$ cat src/rtl/byte_deserializer_pkg.sv
// ============================================================================
// byte_deserializer_pkg : shared width default and control-state encoding
// Rev 1.0
// ============================================================================
`default_nettype none

package byte_deserializer_pkg;

  localparam int DEFAULT_WIDTH = 8;

  localparam logic [0:0] ST_EMPTY = 1'b0;
  localparam logic [0:0] ST_FULL  = 1'b1;

endpackage : byte_deserializer_pkg

`default_nettype wire

$ cat src/rtl/byte_deserializer_if.sv
// ============================================================================
// byte_deserializer_if : serial input, word output handshake and status flags
// Rev 1.0
// ============================================================================
`default_nettype none

interface byte_deserializer_if #(
  parameter int WIDTH = byte_deserializer_pkg::DEFAULT_WIDTH
);

  logic             bit_in;
  logic             bit_valid;
  logic             sync;
  logic [WIDTH-1:0] out_data;
  logic             out_valid;
  logic             out_ready;
  logic             busy;
  logic             overrun;

  // Source/sink side: feeds bits and consumes words
  modport master (
    output bit_in, bit_valid, sync, out_ready,
    input  out_data, out_valid, busy, overrun
  );

  // Deserializer side
  modport slave (
    input  bit_in, bit_valid, sync, out_ready,
    output out_data, out_valid, busy, overrun
  );

endinterface : byte_deserializer_if

`default_nettype wire

$ cat src/rtl/byte_deserializer.sv
// ============================================================================
// byte_deserializer : MSB-first serial-to-parallel converter with a one-word
// holding register, valid/ready output and sticky overrun flag. Rev 1.0
// ============================================================================
`default_nettype none

module byte_deserializer
  import byte_deserializer_pkg::*;
#(
  parameter int WIDTH = DEFAULT_WIDTH
) (
  input  wire logic          clk,
  input  wire logic          rst,
  byte_deserializer_if.slave bus
);

  localparam int CW = $clog2(WIDTH + 1);

  // Only the low WIDTH-1 shifted bits ever reach the output; the newest bit
  // comes straight from bit_in on the completing edge.
  logic [WIDTH-2:0] shift_q, shift_d;
  logic [CW-1:0]    cnt_q, cnt_d;
  logic [0:0]       state_q, state_d;
  logic [WIDTH-1:0] data_q, data_d;
  logic             overrun_q, overrun_d;

  logic [CW-1:0]    cnt_base;
  logic [WIDTH-2:0] shift_base;
  logic [WIDTH-1:0] word;
  logic             complete;

  always_comb begin
    cnt_base   = bus.sync ? '0 : cnt_q;
    shift_base = bus.sync ? '0 : shift_q;
    word       = {shift_base, bus.bit_in};
    complete   = bus.bit_valid && (cnt_base == CW'(WIDTH - 1));

    shift_d = shift_base;
    cnt_d   = cnt_base;
    if (bus.bit_valid) begin
      shift_d = word[WIDTH-2:0];
      cnt_d   = complete ? '0 : cnt_base + CW'(1);
    end

    state_d   = state_q;
    data_d    = data_q;
    overrun_d = overrun_q;
    case (state_q)
      ST_EMPTY: begin
        if (complete) begin
          state_d = ST_FULL;
          data_d  = word;
        end
      end
      default: begin
        if (complete) begin
          // Stay FULL: either the held word leaves as the new one arrives,
          // or the new word is dropped.
          if (bus.out_ready) data_d    = word;
          else               overrun_d = 1'b1;
        end else if (bus.out_ready) begin
          state_d = ST_EMPTY;
        end
      end
    endcase
  end

  always_ff @(posedge clk) begin
    if (rst) begin
      shift_q   <= '0;
      cnt_q     <= '0;
      state_q   <= ST_EMPTY;
      data_q    <= '0;
      overrun_q <= 1'b0;
    end else begin
      shift_q   <= shift_d;
      cnt_q     <= cnt_d;
      state_q   <= state_d;
      data_q    <= data_d;
      overrun_q <= overrun_d;
    end
  end

  assign bus.out_data  = data_q;
  assign bus.out_valid = (state_q == ST_FULL);
  assign bus.busy      = (cnt_q != '0);
  assign bus.overrun   = overrun_q;

endmodule : byte_deserializer

`default_nettype wire

$ cat src/flat_wrapper.sv
// flat-port wrapper written by rule: the top's interface ports become plain ports
module byte_deserializer_flat import byte_deserializer_pkg::*;
#(
  parameter int WIDTH = DEFAULT_WIDTH
)
  (clk, rst, bus_bit_in, bus_bit_valid, bus_sync, bus_out_ready, bus_out_data, bus_out_valid, bus_busy, bus_overrun);
  byte_deserializer_if #(.WIDTH(WIDTH)) bus_i ();
  input  wire logic clk;
  input  wire logic rst;
  input wire logic [$bits(bus_i.bit_in)-1:0] bus_bit_in;
  input wire logic [$bits(bus_i.bit_valid)-1:0] bus_bit_valid;
  input wire logic [$bits(bus_i.sync)-1:0] bus_sync;
  input wire logic [$bits(bus_i.out_ready)-1:0] bus_out_ready;
  output wire logic [$bits(bus_i.out_data)-1:0] bus_out_data;
  output wire logic [$bits(bus_i.out_valid)-1:0] bus_out_valid;
  output wire logic [$bits(bus_i.busy)-1:0] bus_busy;
  output wire logic [$bits(bus_i.overrun)-1:0] bus_overrun;
  assign bus_i.bit_in = bus_bit_in;
  assign bus_i.bit_valid = bus_bit_valid;
  assign bus_i.sync = bus_sync;
  assign bus_i.out_ready = bus_out_ready;
  assign bus_out_data = bus_i.out_data;
  assign bus_out_valid = bus_i.out_valid;
  assign bus_busy = bus_i.busy;
  assign bus_overrun = bus_i.overrun;
  byte_deserializer #(.WIDTH(WIDTH)) u_core (.clk(clk), .rst(rst), .bus(bus_i));
endmodule
$ cat config.mk
export PLATFORM = sky130hd
export DESIGN_NAME = byte_deserializer_flat
export DESIGN_NICKNAME = d
export VERILOG_FILES = /design/src/rtl/byte_deserializer_pkg.sv /design/src/rtl/byte_deserializer_if.sv /design/src/rtl/byte_deserializer.sv /design/src/flat_wrapper.sv
export SDC_FILE = /design/constraint.sdc
export NUM_CORES = 1
export LEC_CHECK = 0
export BUFFER_PORTS_ARGS = -buffer_cell sky130_fd_sc_hd__buf_2
export CORE_MARGIN = 3
export CORE_UTILIZATION = 35
export DETAILED_ROUTE_END_ITERATION = 10
export HOLD_SLACK_MARGIN = 0.15
export PLACE_DENSITY_LB_ADDON = 0.25
export SYNTH_ARGS = -nofsm -noshare
export SYNTH_HDL_FRONTEND = slang
export SYNTH_SLANG_ARGS = --single-unit
$ cat constraint.sdc
create_clock -name clk -period 4.7 [get_ports clk]
set_input_delay 0.235 -clock clk [delete_from_list [all_inputs] [get_ports clk]]
set_output_delay 0.235 -clock clk [all_outputs]
set_load 0.05 [all_outputs]
==> out/metrics.yaml <==
layout:
  area_growth_pct: 12.4
  nNetsFinal: 115
  drive_gt1_frac: 0.196
  final.fill_count: 247
  fin_area_um2: 1020
  stdcell_count: 135
  fin_util: 0.436
  multi_input_area_um2: 442
  seq_area_um2: 420
  n_antenna_cell: 0
critical_path:
  slowest_delay_ps: 450
  cp.arrival_ps: 1990
  path_depth: 5
  r2r-end: "u_core.bus.out_data[5]"
  critPathMaxFanout: 8
  reg2reg_from: "u_core.cnt_q[0]"
  worstPathRequired_ps: 4860
  slowest_stage: "o311ai_0"
  reg2reg_slack_ps: 2860
  cp_top_family: "compound AO/OA/AOI/OAI gates"
  start_kind: "flip-flop"
  crit_buf_inv: 0
  critPathKind: "reg2reg"
  startpoint: "u_core.cnt_q[0]"
  worstPathCellList: "nor2b_1, ha_1, nand4b_1, o311ai_0, o41ai_1"
  critical_path.endpoint: "u_core.bus.out_data[5]"
  r2r_cells: 5
  cp-end-kind: "flip-flop"
clocking:
  cts_max_level: 1
  clock_sinks: 21
  clockBufferDepth: 2
  hold_buffers: 0
  cts_resized: 0
  cts_tree: "done"
  clock_latency_ps: 310
  post_cts_buffers: 0
  cts-buffers-inserted: 3
  clkTransAtPathRegs_ps: 120
  root_buffer: "clkbuf_4"
global_routing:
  grt_pass1_wl_um: 3260
  grt_pass1_vias: 705
  antenna_found_initial: 0
  grt.total_usage: 0.125
  grt_max_degree: 17
  grt-ovfl-total: 0
sta:
  final_max_slew_viol_count: 0
  fin_hold_ws_ps: 176
  max_slew_margin: 0.362
  max_slew.worst_pin.slew_ps: 955
  setup_ws_ps: 2860
  timing.fmax_mhz: 545
  finalSetupViolCount: 0
  grt_setup_unrepaired: "no"
  hold_viol: 0
  setup-tns-final_ps: 0
  finClkSkew_ps: 13.4
  timing.final.crit_share: 0.391
  period_minus_slack_ps: 1840
floorplan:
  core_area_um2: 2340
  die_x_um: 56.9
  die_h_um: 56.9
  rows: 17
  io_pins: 17
  die-area_um2: 3240
  start_util: 0.388
placed_design:
  place_hpwl_um: 1320
  gp_congestion: 0.693
  placed_cells_incl_taps: 131
  place_ws_ps: 2840
  port_buffers: 16
  place_area_um2: 992
pwr:
  seq_power_share: 0.632
  power_density_nw_per_um2: 280
  p_int_uw: 218
  ir_drop_mv: 0.175
  swShare: 0.235
  clkPwrFrac: 0.299
  power_leakage_nw: 0.408
  fin_total_pwr_uw: 285
  p_switching_uw: 67.2
  power_frac_comb: 0.069
outcome:
  outcome: "completed"
routing:
  wl_um: 1880
  vias: 752
  drt_iter0_markers: 14
  dr.pass1.iters: 4
  via_per_inst: 5.57
  avgRoutedWirePerCell_um: 13.9
  ant_nets: 0
  drc_errors: 0
yosys:
  syn_nets: 101
  ys_types: 25
  synth-seq-cells: 21
  ys_top_cells_by_area: "dfxtp_1 46%, o311ai_0 6.8%, o41ai_1 6.8%, mux2i_1 6.6%, nand2b_1 4.8%"
  synth-seq-area-share: 0.463
  synth_cells: 94
  syn_area_per_cell_um2: 9.65
  synth_top_area_frac: 0.463
  syn_area_um2: 907
  yosysWarningCount: 0
  synth_area_leader_cell: "dfxtp_1"
job:
  drv_cap: 0
worst_hold_path:
  hold_path_class: "in2reg"
## kinds of logic after synthesis
group | count (synthesis) | synth area share
simple gates | 32 | 0.197
compound gates | 21 | 0.190
flops | 21 | 0.463
buf+inv | 11 | 0.0496
mux | 6 | 0.0662
xor+xnor | 2 | 0.0193
fa+ha+maj | 1 | 0.0138
## cells in the final DEF, fill, tap and decap left out, drive strengths merged
cell    instances
clkinv          1
a41o            1
buf            16
and4b           1
mux2i           6
inv             4
o311ai          7
a31oi           1
nor2b           3
xnor2           2
ha              1
o41ai           7
a21oi           2
dfxtp          21
or2             1
nand2b          7
nor3b           3
nor2           10
clkbuf          3
o31ai           1
nand2           3
a22o            1
nand4           2
nand4b          1
or4             1
o21a            1
## worst reg2reg max path, stage by stage, from the launching register on
cell	delay, ps
dfxtp_1	360
nor2b_1	230
ha_1	220
nand4b_1	300
o311ai_0	450
o41ai_1	120
## synth_stat cells, drive strengths merged
library cell  instances
clkbuf                4
nor3b                 3
buf                   3
dfxtp                21
and4b                 1
a22o                  1
nor2b                 3
o31ai                 1
a21oi                 2
nand4b                1
nand2b                7
inv                   4
a41o                  1
nor2                 10
nand2                 3
xnor2                 2
nand4                 2
or4                   1
o311ai                7
o21a                  1
o41ai                 7
mux2i                 6
or2                   1
a31oi                 1
ha                    1
## how the worst min path moves through the flow
stage,startpoint,endpoint,slack (ps),cells after the start
after global routing,bus_bit_in,u_core.bus.out_data[0],160,3
after detailed placement,u_core.bus.overrun,u_core.bus.overrun,450,2
after CTS,bus_bit_in,u_core.bus.out_data[0],160,3
final,bus_bit_in,u_core.bus.out_data[0],180,3
after floorplan,rst,u_core.bus.out_data[1],340,1
after global placement,u_core.bus.overrun,u_core.bus.overrun,440,2
## flip-flops by register name, summed over array words and instances, names as in the netlist
name and flops:
u_core.shift_q 7, u_core.cnt_q 4, u_core.bus.overrun 1, u_core.bus.out_data 8, u_core.bus.out_valid 1
## layout make-up
type                       count  area share
multi-input combinational     62       0.433
sequential                    21       0.412
timing repair buffer          16      0.0785
tap                           28      0.0344
clock buffer                   3      0.0221
inverter                       4      0.0147
clock inverter                 1     0.00491
## power groups by stage
| stage | logic (mW) | registers [mW] | clock network, mW |
|---|---|---|---|
| after global placement | 0.0193 | 0.184 | 0 |
| after floorplan | 0.0143 | 0.184 | 0 |
| final | 0.0196 | 0.180 | 0.0854 |
| after detailed placement | 0.0196 | 0.184 | 0 |
| after CTS | 0.0197 | 0.180 | 0.0901 |
| after global routing | 0.0219 | 0.181 | 0.0956 |
## routing by layer
layer,track usage,vias up,share of wire
li1,-,375,-
met1,0.169,344,0.49
met2,0.188,28,0.42
met3,0.0483,5,0.075
met4,0.0331,0,0.015
met5,0,-,0
Power figures use the tool's default switching activity.
